===== src/rtl/kf8259_inta_pkg.sv =====
// Shared types and constants for the INTA# acknowledge sequencer.
package kf8259_inta_pkg;

    // Sequencer states, walked strictly in order for one acknowledge cycle.
    typedef enum logic [2:0] {
        IDLE  = 3'd0,
        INTA1 = 3'd1,
        GAP   = 3'd2,
        INTA2 = 3'd3,
        VALID = 3'd4
    } inta_state_t;

    // Vector handed to the core when the PIC fails to drive the bus.
    localparam logic [7:0] SPURIOUS_VECTOR = 8'hFF;

    localparam int unsigned DEFAULT_PULSE_CYCLES = 4;
    localparam int unsigned DEFAULT_GAP_CYCLES   = 2;

endpackage


===== src/rtl/kf8259_inta_sequencer.sv =====
// CPU-side two-pulse INTA# sequencer: freezes the PIC, captures the vector
// byte on the second pulse and offers it to the core via valid/ack.
module kf8259_inta_sequencer
    import kf8259_inta_pkg::*;
#(
    parameter int unsigned PULSE_CYCLES = DEFAULT_PULSE_CYCLES,
    parameter int unsigned GAP_CYCLES   = DEFAULT_GAP_CYCLES
) (
    input  logic       clock,
    input  logic       reset,
    input  logic       interrupt_to_cpu,
    input  logic       interrupt_enable,
    output logic       interrupt_pending,
    input  logic       int_accept,
    output logic       interrupt_acknowledge_n,
    output logic       bus_lock,
    input  logic [7:0] pic_data,
    input  logic       pic_data_io,
    output logic [7:0] vector,
    output logic       vector_valid,
    output logic       vector_error,
    input  logic       vector_ack
);

    localparam int unsigned MAX_CYCLES = (PULSE_CYCLES > GAP_CYCLES) ? PULSE_CYCLES : GAP_CYCLES;
    localparam int unsigned CNT_W      = $clog2(MAX_CYCLES) + 1;
    localparam logic [CNT_W-1:0] PULSE_LOAD = CNT_W'(PULSE_CYCLES - 1);
    localparam logic [CNT_W-1:0] GAP_LOAD   = CNT_W'(GAP_CYCLES - 1);

    inta_state_t      state_q, state_d;
    logic [CNT_W-1:0] cnt_q, cnt_d;
    logic             inta_n_q, inta_n_d;
    logic             lock_q, lock_d;
    logic [7:0]       vector_q, vector_d;
    logic             valid_q, valid_d;
    logic             error_q, error_d;
    logic             cnt_zero;

    // Only an enabled request seen while idle may start a sequence.
    assign interrupt_pending = interrupt_to_cpu & interrupt_enable & (state_q == IDLE);

    // Next-state, counter and registered-output logic.
    always_comb begin
        state_d  = state_q;
        cnt_d    = cnt_q;
        inta_n_d = inta_n_q;
        lock_d   = lock_q;
        vector_d = vector_q;
        valid_d  = valid_q;
        error_d  = error_q;
        cnt_zero = (cnt_q == '0);

        case (state_q)
            IDLE: begin
                if (int_accept && interrupt_pending) begin
                    state_d  = INTA1;
                    cnt_d    = PULSE_LOAD;
                    inta_n_d = 1'b0;
                    lock_d   = 1'b1;
                end
            end
            INTA1: begin
                if (cnt_zero) begin
                    state_d  = GAP;
                    cnt_d    = GAP_LOAD;
                    inta_n_d = 1'b1;
                end else begin
                    cnt_d = cnt_q - CNT_W'(1);
                end
            end
            GAP: begin
                if (cnt_zero) begin
                    state_d  = INTA2;
                    cnt_d    = PULSE_LOAD;
                    inta_n_d = 1'b0;
                end else begin
                    cnt_d = cnt_q - CNT_W'(1);
                end
            end
            INTA2: begin
                if (cnt_zero) begin
                    // Last cycle of pulse 2: the PIC's byte is settled now.
                    state_d  = VALID;
                    cnt_d    = '0;
                    inta_n_d = 1'b1;
                    lock_d   = 1'b0;
                    valid_d  = 1'b1;
                    if (!pic_data_io) begin
                        vector_d = pic_data;
                        error_d  = 1'b0;
                    end else begin
                        vector_d = SPURIOUS_VECTOR;
                        error_d  = 1'b1;
                    end
                end else begin
                    cnt_d = cnt_q - CNT_W'(1);
                end
            end
            VALID: begin
                if (vector_ack) begin
                    state_d = IDLE;
                    cnt_d   = '0;
                    valid_d = 1'b0;
                    error_d = 1'b0;
                end
            end
            default: begin
                state_d  = IDLE;
                cnt_d    = '0;
                inta_n_d = 1'b1;
                lock_d   = 1'b0;
                valid_d  = 1'b0;
                error_d  = 1'b0;
            end
        endcase
    end

    // State and output registers with synchronous reset.
    always_ff @(posedge clock) begin
        if (reset) begin
            state_q  <= IDLE;
            cnt_q    <= '0;
            inta_n_q <= 1'b1;
            lock_q   <= 1'b0;
            vector_q <= 8'h00;
            valid_q  <= 1'b0;
            error_q  <= 1'b0;
        end else begin
            state_q  <= state_d;
            cnt_q    <= cnt_d;
            inta_n_q <= inta_n_d;
            lock_q   <= lock_d;
            vector_q <= vector_d;
            valid_q  <= valid_d;
            error_q  <= error_d;
        end
    end

    assign interrupt_acknowledge_n = inta_n_q;
    assign bus_lock                = lock_q;
    assign vector                  = vector_q;
    assign vector_valid            = valid_q;
    assign vector_error            = error_q;

endmodule


===== config.mk =====
export PLATFORM = sky130hd
export DESIGN_NAME = kf8259_inta_sequencer
export DESIGN_NICKNAME = d
export VERILOG_FILES = /design/src/rtl/kf8259_inta_pkg.sv /design/src/rtl/kf8259_inta_sequencer.sv
export SDC_FILE = /design/constraint.sdc
export NUM_CORES = 1
export LEC_CHECK = 0
export ABC_AREA = 1
export BUFFER_PORTS_ARGS = -buffer_cell sky130_fd_sc_hd__buf_2
export CAP_MARGIN = 0
export CORE_UTILIZATION = 48
export CTS_CLUSTER_SIZE = 25
export DETAILED_ROUTE_END_ITERATION = 10
export GPL_TIMING_DRIVEN = 0
export PLACE_DENSITY_LB_ADDON = 0.05
export SETUP_SLACK_MARGIN = 0.1
export SYNTH_ARGS = -nofsm -noshare
export SYNTH_HDL_FRONTEND = slang
export SYNTH_SLANG_ARGS = --single-unit

===== constraint.sdc =====
create_clock -name clock -period 1.8 [get_ports clock]
set_clock_uncertainty 0.1 [all_clocks]
set_input_delay 0.45 -clock clock [delete_from_list [all_inputs] [get_ports clock]]
set_output_delay 0.45 -clock clock [all_outputs]
set_load 0.01 [all_outputs]

-- Word-level counts from Yosys, hierarchy flattened
Index checks and enable logic that the tools add are counted.
- bits in registers: 18
- latch bits: 0
- RAM bits: 0
- ROM bits: 0
- input bits: 15
- logic and storage cells: 58
- memories: 0
- add/subtract/negate cells: 1
- multipliers: 0
- divide/modulo/power cells: 0
- order comparisons: 0
- eq/ne operators: 10
- shifts and indexed selects: 0
- mux-type cells: 23
- bitwise operators: 5
- reduce and logical (&&, ||, !) cells: 12
- operators with widths (operator ; count):
    $pmux 3 s5 ; 2
    $mux 3 ; 9
    $pmux 1 s3 ; 3
    $mux 8 ; 1
    $ne 2x2->1 const B ; 4
    $mux 1 ; 7
    $eq 3x2->1 const B ; 2
    $logic_not 3->1 ; 2
    $reduce_and 3->1 ; 2
    $reduce_or 3->1 ; 2
    $reduce_and 5->1 ; 1
    $ne 2x1->1 const B ; 2
    $pmux 1 s4 ; 1
    $reduce_and 2->1 ; 2
    $reduce_and 4->1 ; 1
    $eq 3x1->1 const B ; 1
    $eq 3x3->1 const B ; 1
    $not 1->1 ; 3
    $sub 3x1->3 const B ; 1
    $and 1x1->1 ; 2
    $reduce_or 2->1 ; 1
    $logic_and 1x1->1 ; 1

-- Longest topological paths before layout
Gate-level depths: netlist of the first run.
- depth in word-level cells: 5
- gate-level depth with buffers: 9

-- Least setup slack after synthesis of the first run
OpenSTA, ideal clock, no wires.
- kind: flip-flop to flip-flop
- start point: reg cnt_q[0]
- end point: reg inta_n_q (netlist: interrupt_acknowledge_n)
- setup time: 124 ps
- data arrival time: 1167 ps
- data required time: 1576 ps
- slack: 409 ps
- cell stages (with the launch flop): 8
- path buffers: 0
- cell sequence: dfxtp_1 > nor2_1 > ha_1 > inv_1 > nand3_1 > nand2_1 > a21oi_1 > o21ai_0
- word-level cells in the longest chain between the ends: 3
- ends and longest elaborated chain (element ; line ; RTL):
    start: declaration ; kf8259_inta_sequencer.sv:31 ; logic [CNT_W-1:0] cnt_q, cnt_d;
    start signal: assignment ; kf8259_inta_sequencer.sv:130 ; cnt_q <= cnt_d;
    $logic_not 3->1 (*) ; kf8259_inta_sequencer.sv:51 ; cnt_zero = (cnt_q == '0);
    $ne 2x1->1 (no line) / $ne 2x2->1 (equally long branches) ; n/a ;
    $reduce_and 4->1 (no line) (*) ; n/a ;
    end signal: assignment ; kf8259_inta_sequencer.sv:131 ; inta_n_q <= inta_n_d;
    end: declaration ; kf8259_inta_sequencer.sv:32 ; logic inta_n_q, inta_n_d;
Every way passes the cells marked *; elsewhere a longest branch is shown, timed or not.
A chain may end at the register's enable or synchronous reset.

-- Worst setup path after layout of the first run
- start point: reg state_q[0]
- end point: out interrupt_pending
- word-level cells in the longest chain between the ends: 2
- ends and longest elaborated chain (element ; line ; RTL):
    start: declaration ; kf8259_inta_sequencer.sv:30 ; inta_state_t state_q, state_d;
    start signal: assignment ; kf8259_inta_sequencer.sv:129 ; state_q <= state_d;
    $logic_not 3->1 ; kf8259_inta_sequencer.sv:40 ; assign interrupt_pending = interrupt_to_cpu & interrupt_enable & (state_q == IDLE);
    $and 1x1->1 ; kf8259_inta_sequencer.sv:40 ;
    end: declaration ; kf8259_inta_sequencer.sv:13 ; output logic interrupt_pending,
No other way between the ends.

==> key figures, run 1 <==
GRT
  • Vias in the first global route: 785
  • Initial antenna violation count: 0
  • First-pass GRT wire length: 3.215 mm
  • Total GRT Usage: 21.74%
  • Largest net degree at the start of global routing: 11
  • Global route total overflow: 0

Setup path
  • Setup CP Type: register to output port
  • Crit-path cells: inv_2 > nand2_4 > nor3_2 > buf_2
  • Crit end category: output port
  • Crit-path max cell delay: 0.38 ns
  • Critical path arrival: 1.07 ns
  • Req. time, crit path: 1.25 ns
  • Setup crit start kind: register
  • Worst path slowest cell: dfxtp_4
  • Max FO, Critical Path: 6

STA
  • Final number of setup-violating endpoints: 0
  • Tcrit/Tclk final: 89.84%
  • Final Slew Violations: 0
  • Final min period: 1.617 ns
  • Setup TNS: 0 ns
  • Fin. Hold Viols: 0
  • Max Fclk: 618.4 MHz
  • RSZ-0062 raised after global routing: yes
  • Final worst slack: 0.1829 ns
  • Worst slew margin: 71.94%
  • Slew at the pin with the worst max-slew slack: 0.4210 ns

Die
  • Die H: 44.50 um
  • Core area: 0.001594 sq mm
  • Initial core utilization: 54.40%
  • I/O pin count: 28
  • Die W: 44.50 um
  • DIE AREA: 0.001980 sq mm
  • Num rows: 14

Place
  • RePlAce Congestion: 0.7907
  • I/O Buffers: 25
  • DP Worst Slack: 0.2526 ns
  • Placed Cells: 174
  • Hpwl dp: 1.457 mm

Final layout
  • Layout Nets: 172
  • P&R area growth vs syn: 24.10%
  • Number of fill cells: 146
  • Layout cells sized above 1: 29.87%
  • Cell Count, Final, Fillers Out: 178
  • # diodes: 0

Clocking
  • H-tree depth: 1
  • CTS buffer count: 3
  • Bufs on Longest Clock Path: 2
  • Cts hold-fix bufs: 0
  • Worst-Skew Late Latency: 0.29 ns
  • Clock sink count: 18
  • CTS tree: done
  • Root Buffer: clkbuf_4
  • Worst-path clk slew: 0.10 ns

Logic synthesis
  • Synth cell count leaders: nor2_1, nand2_1, dfxtp_1
  • Most numerous cell in the Yosys netlist: nor2_1
  • Number of synthesized register bits: 18
  • Syn_nets: 142
  • Netlist cell types: 19
  • Top cells by area, synth: dfxtp_1, nor2_1, nand2_1, o21ai_0, a21oi_1
  • Post-Synthesis Cells: 125
  • Post-synth EDFFs: 0
  • Cell Area, Synth: 867.1 sq um
  • Sequential area share after synthesis: 41.56%
  • Async S/R FF share, synth: 0%
  • Synth top area share: 41.56%
  • Syn Area/Cell: 6.937 sq um
  • Top_reg_cell synth: dfxtp_1
  • Cell taking the most area after synthesis: dfxtp_1
  • Synth warn: 0

Detailed routing
  • Vias: 945
  • DRC: 0
  • Final ANT Viol Nets: 0
  • Routed WL: 1.881 mm
  • Router iterations before antenna repair: 4
  • Wirelength per Cell: 10.57 um
  • Initial DRC Count: 29
  • Via-to-Cell Ratio: 5.309

Pwr
  • PD cells: 1368 mW/mm^2
  • Leakage: 0.5268 nW
  • Worst vdd ir: 0.7852 mV
  • Pwr Total: 0.001472 W

Hold path
  • Hold Path Class: input port to register

Job
  • Max-cap viol count: 0

Status
  • Outcome: complete, no violations
metrics by stage:
stage / utilization, % / cell area, sq um / hold WS (ns)
after floorplan: - / 867.1 / 0.3696
after global placement: 64.13 / 1022 / 0.3436
after detailed placement: 64.13 / 1022 / 0.3580
after CTS: 66.88 / 1066 / 0.2868
after global routing: 67.50 / 1076 / 0.2792
final: 67.50 / 1076 / 0.2862
area by class of cell:
cell class                 instances  area (sq um)  share of cell area, %
buffer                             3         18.77                  1.744
multi-input combinational         93         459.2                  42.67
inverter                          11         41.29                  3.837
tap                               24         30.03                  2.791
clock buffer                       4         36.28                  3.372
timing repair buffer              25         125.1                  11.63
sequential                        18         365.4                  33.95
cells by family after synthesis:
kind of cell	share of synthesized area, %
simple gates	35.21
compound gates	13.42
flops	41.56
buf+inv	6.927
fa+ha+maj	2.886
metal layers:
| metal | vias up | share of wire (%) | GRT usage [%] |
|---|---|---|---|
| li1 | 465 | - | - |
| met1 | 443 | 44 | 26.12 |
| met2 | 35 | 49 | 38.82 |
| met3 | 2 | 5.5 | 4.898 |
| met4 | 0 | 0.64 | 5.455 |
| met5 | - | 0 | 0 |
sequential cells by signal (all words and copies together), names as in the netlist:
| name | flops |
|---|---|
| state_q | 3 |
| vector_valid | 1 |
| cnt_q | 3 |
| bus_lock | 1 |
| interrupt_acknowledge_n | 1 |
| vector | 8 |
| vector_error | 1 |
where the power goes:
part | leakage, nW | internal [W] | switching, W
combinational | 0.358 | 0.000245 | 0.000421
sequential | 0.148 | 0.000492 | 0.0000678
clock | 0.0210 | 0.000123 | 0.000123
cells in the final DEF, fill, tap and decap left out, types with 2 or more instances in the layout:
cell type and count:
nor2_1 26, buf_2 25, nand2_1 20, dfxtp_1 16, o21ai_0 11, a21oi_1 9
nand3_1 8, nor3_1 7, inv_1 6, inv_2 5, clkbuf_4 3, nor3_2 2
clkbuf_1 2, nand2_2 2
repair_timing:
| item | CTS | global route |
|---|---|---|
| setup buffers | 0 | 0 |
| setup endpoints to repair | 1 | 2 |
| pin swaps | 1 | 0 |
| cloned | 0 | 0 |
| resized for setup | 4 | 3 |
critical path, delay by kind of cell, from the launching register on:
family / cells / cell delay [ns]
AND/OR/NAND/NOR: 2 / 0.18
buffers and inverters: 2 / 0.22
flip-flops: 1 / 0.38
final timing paths:
kind                                  end  depth (start not counted)  slack, ns   startpoint
setup reg to reg  interrupt_acknowledge_n                          7       0.26     cnt_q[0]
hold reg to reg                  bus_lock                          2       0.37     bus_lock
setup / recovery        interrupt_pending                          4       0.18   state_q[0]
hold / removal                  vector[1]                          3       0.29  pic_data[1]
Power figures use the tool's default switching activity.
==> run 2, diff against run 1 <==
Settings changed: ABC_AREA 1 to default, CORE_UTILIZATION 48 to 49.
==> key figures, run 2 <==
Status
  • Outcome: complete, no violations

Die
  • Die H: 45.32 um (+1.8%)
  • Die W: 45.32 um (+1.8%)
  • Initial core utilization: 52.69% (-1.7 points)
  • I/O pin count: 28 (unchanged)
  • Core area: 0.001745 sq mm (+9.5%)
  • Num rows: 15 (+1)
  • DIE AREA: 0.002054 sq mm (+3.7%)

Pwr
  • PD cells: 854.3 mW/mm^2 (-38%)
  • Leakage: 0.5115 nW (-2.9%)
  • Worst vdd ir: 0.8032 mV (+2.3%)

STA
  • Worst slew margin: 76.43% (+4.5 points)
  • Final number of setup-violating endpoints: 0 (unchanged)
  • Final min period: 1.725 ns (+0.1084 ns)
  • Final Slew Violations: 0 (unchanged)
  • Slew at the pin with the worst max-slew slack: 0.3535 ns (-0.06742 ns)
  • RSZ-0062 raised after global routing: yes
  • Tcrit/Tclk final: 95.86% (+6.0 points)
  • Hold slack: 0.2550 ns (-0.03126 ns)
  • Final worst slack: 0.07452 ns (-0.1084 ns)
  • Max Fclk: 579.5 MHz (-6.3%)
  • Fin. Hold Viols: 0 (unchanged)

Logic synthesis
  • Synth cell count leaders: nor2_1, dfxtp_1, a211oi_2
  • Async S/R FF share, synth: 0% (unchanged)
  • Synth warn: 0 (unchanged)
  • Top_reg_cell synth: dfxtp_1
  • Cell taking the most area after synthesis: dfxtp_1
  • Number of synthesized register bits: 18 (unchanged)
  • Post-Synthesis Cells: 101 (-19%)
  • Synth top area share: 39.18% (-2.4 points)
  • Top cells by area, synth: dfxtp_1, a211oi_2, nor2_1, buf_6, inv_1
  • Syn Area/Cell: 9.105 sq um (+31%)
  • Sequential area share after synthesis: 39.18% (-2.4 points)
  • Most numerous cell in the Yosys netlist: nor2_1
  • Netlist cell types: 32 (+13)
  • Syn_nets: 118 (-17%)
  • Post-synth EDFFs: 0 (unchanged)
  • Cell Area, Synth: 919.6 sq um (+6.1%)

Setup path
  • Max FO, Critical Path: 3 (-3)
  • Setup crit start kind: register
  • Worst r2r src: cnt_q[0]
  • CP top delay family: simple AND/OR/NAND/NOR gates
  • Reg2reg end: vector_valid
  • CP bufs+invs: 1 (-1)
  • Crit-path cells: or2_4 > nor3_2 > buf_2
  • Setup CP Type: register to output port
  • FF-to-FF path depth: 8 (+1)
  • R2r setup slk: 0.17 ns (-0.09 ns)
  • Worst path slowest cell: dfxtp_4
  • Critical path arrival: 1.18 ns (+0.11 ns)
  • Req. time, crit path: 1.25 ns (about the same)
  • Crit end category: output port
  • Crit-path max cell delay: 0.35 ns (-0.03 ns)

Detailed routing
  • Router iterations before antenna repair: 4 (unchanged)
  • Routed WL: 1.868 mm (-0.69%)
  • Met3 routed WL: 72 um (-30%)
  • Post-Route M1 WL: 862 um (+3.4%)
  • Top layer in use: met4
  • Wirelength per Cell: 11.75 um (+11%)
  • Met2 routed WL: 906 um (-2.6%)
  • DRC: 0 (unchanged)
  • Final ANT Viol Nets: 0 (unchanged)
  • Vias: 839 (-11%)
  • Via-to-Cell Ratio: 5.277 (-0.61%)
  • Initial DRC Count: 14 (-52%)

Job
  • Max-cap viol count: 0 (unchanged)

Clocking
  • H-tree depth: 1 (unchanged)
  • Bufs on Longest Clock Path: 2 (unchanged)
  • Worst-Skew Late Latency: 0.29 ns (about the same)
  • Root Buffer: clkbuf_4
  • CTS tree: done
  • CTS buffer count: 3 (unchanged)
  • Cts hold-fix bufs: 0 (unchanged)
  • Worst-path clk slew: 0.10 ns (about the same)
  • Clock sink count: 18 (unchanged)

Final layout
  • Commonest cells after routing, fill and taps aside: buf_2, nor2_1, dfxtp_1
  • Layout Nets: 153 (-11%)
  • Most common cell after layout, fill and taps aside: buf_2
  • Reg area: 366.6 sq um (+0.34%)
  • Layout cells sized above 1: 44.03% (+14 points)
  • P&R area growth vs syn: 26.80%
  • Multi-input logic area: 476.7 sq um (+3.8%)
  • Number of flip-flops in the largest register: 8 (unchanged)
  • Number of fill cells: 152 (+4.1%)
  • # diodes: 0 (unchanged)

GRT
  • Global route total overflow: 0 (unchanged)
  • Initial antenna violation count: 0 (unchanged)
  • First-pass GRT wire length: 3.084 mm (-4.1%)
  • Vias in the first global route: 734 (-6.5%)
  • Total GRT Usage: 20.70% (-1.0 points)
  • Largest net degree at the start of global routing: 11 (unchanged)

Hold path
  • Hold Path Class: input port to register
  • Hold_sp: reset
  • WHS Path Cells: 2 (-1)
  • Worst Hold End: vector[2]

Place
  • I/O Buffers: 25 (unchanged)
  • Hpwl dp: 1.301 mm (-11%)
  • RePlAce Congestion: 0.7775 (-1.7%)
  • DP Worst Slack: -0.02327 ns (-0.2758 ns)
[run 2: cell type report]
cell class | instances | share of cell area, %
Multi-Input combinational cell | 68 | 40.88
Buffer | 6 | 5.579
Inverter | 8 | 2.575
Timing Repair Buffer | 31 | 14.91
Clock buffer | 3 | 1.931
Sequential cell | 18 | 31.44
Tap cell | 25 | 2.682
[run 2: cells by family (layout without fill, tap and decap cells)]
group	Yosys count	after routing	synth area share [%]
buffers and inverters	15	48	11.56
flip-flops	18	18	39.18
AND/OR/NAND/NOR	37	37	17.96
AO/OA/AOI/OAI	27	27	26.53
XOR/XNOR	1	1	0.9526
multiplexers	1	1	1.088
adder cells (fa/ha/maj)	2	2	2.721
[run 2: layer usage]
metal	GRT usage, %	vias up
met5	0	-
met4	10.91	0
met3	2.400	4
met2	36.23	26
met1	24.57	386
li1	-	423
[run 2: report_power, final]
part | internal [W] | leakage [nW] | total [W] | switching (W)
clock | 0.0000778 | 0.0138 | 0.000193 | 0.000115
combinational | 0.000173 | 0.350 | 0.000342 | 0.000169
sequential | 0.000437 | 0.147 | 0.000461 | 0.0000233
[run 2: metrics by stage]
stage	std cells	total power, W	utilization [%]	setup TNS (ns)	cell area (sq um)
after floorplan	101	0.0006581	-	0	919.6
after global placement	151	0.0007229	61.65	-0.01133	1076
after detailed placement	151	0.0007255	61.65	-0.08068	1076
after CTS	159	0.0009887	66.38	0	1159
after global routing	159	0.001054	66.81	0	1166
final	159	0.0009962	66.81	0	1166
[run 2: worst max path at each step]
stage | slack, ns | depth (start not counted) | end | startpoint
floorplan | 0.13 | 8 | vector_valid | cnt_q[0]
global placement | -0.01 | 8 | vector_valid | cnt_q[0]
detailed placement | -0.02 | 8 | vector_valid | cnt_q[0]
CTS | 0.03 | 4 | interrupt_pending | state_q[1]
global route | 0.04 | 3 | interrupt_pending | state_q[0]
finish | 0.07 | 3 | interrupt_pending | state_q[0]
[run 2: timing repair]
item / in CTS / in global routing
endpoints found under the setup margin: 13 / 12
setup buffers: 4 / 1
pin swaps: 3 / 3
gates resized for setup: 8 / 5
cloned: 1 / 0
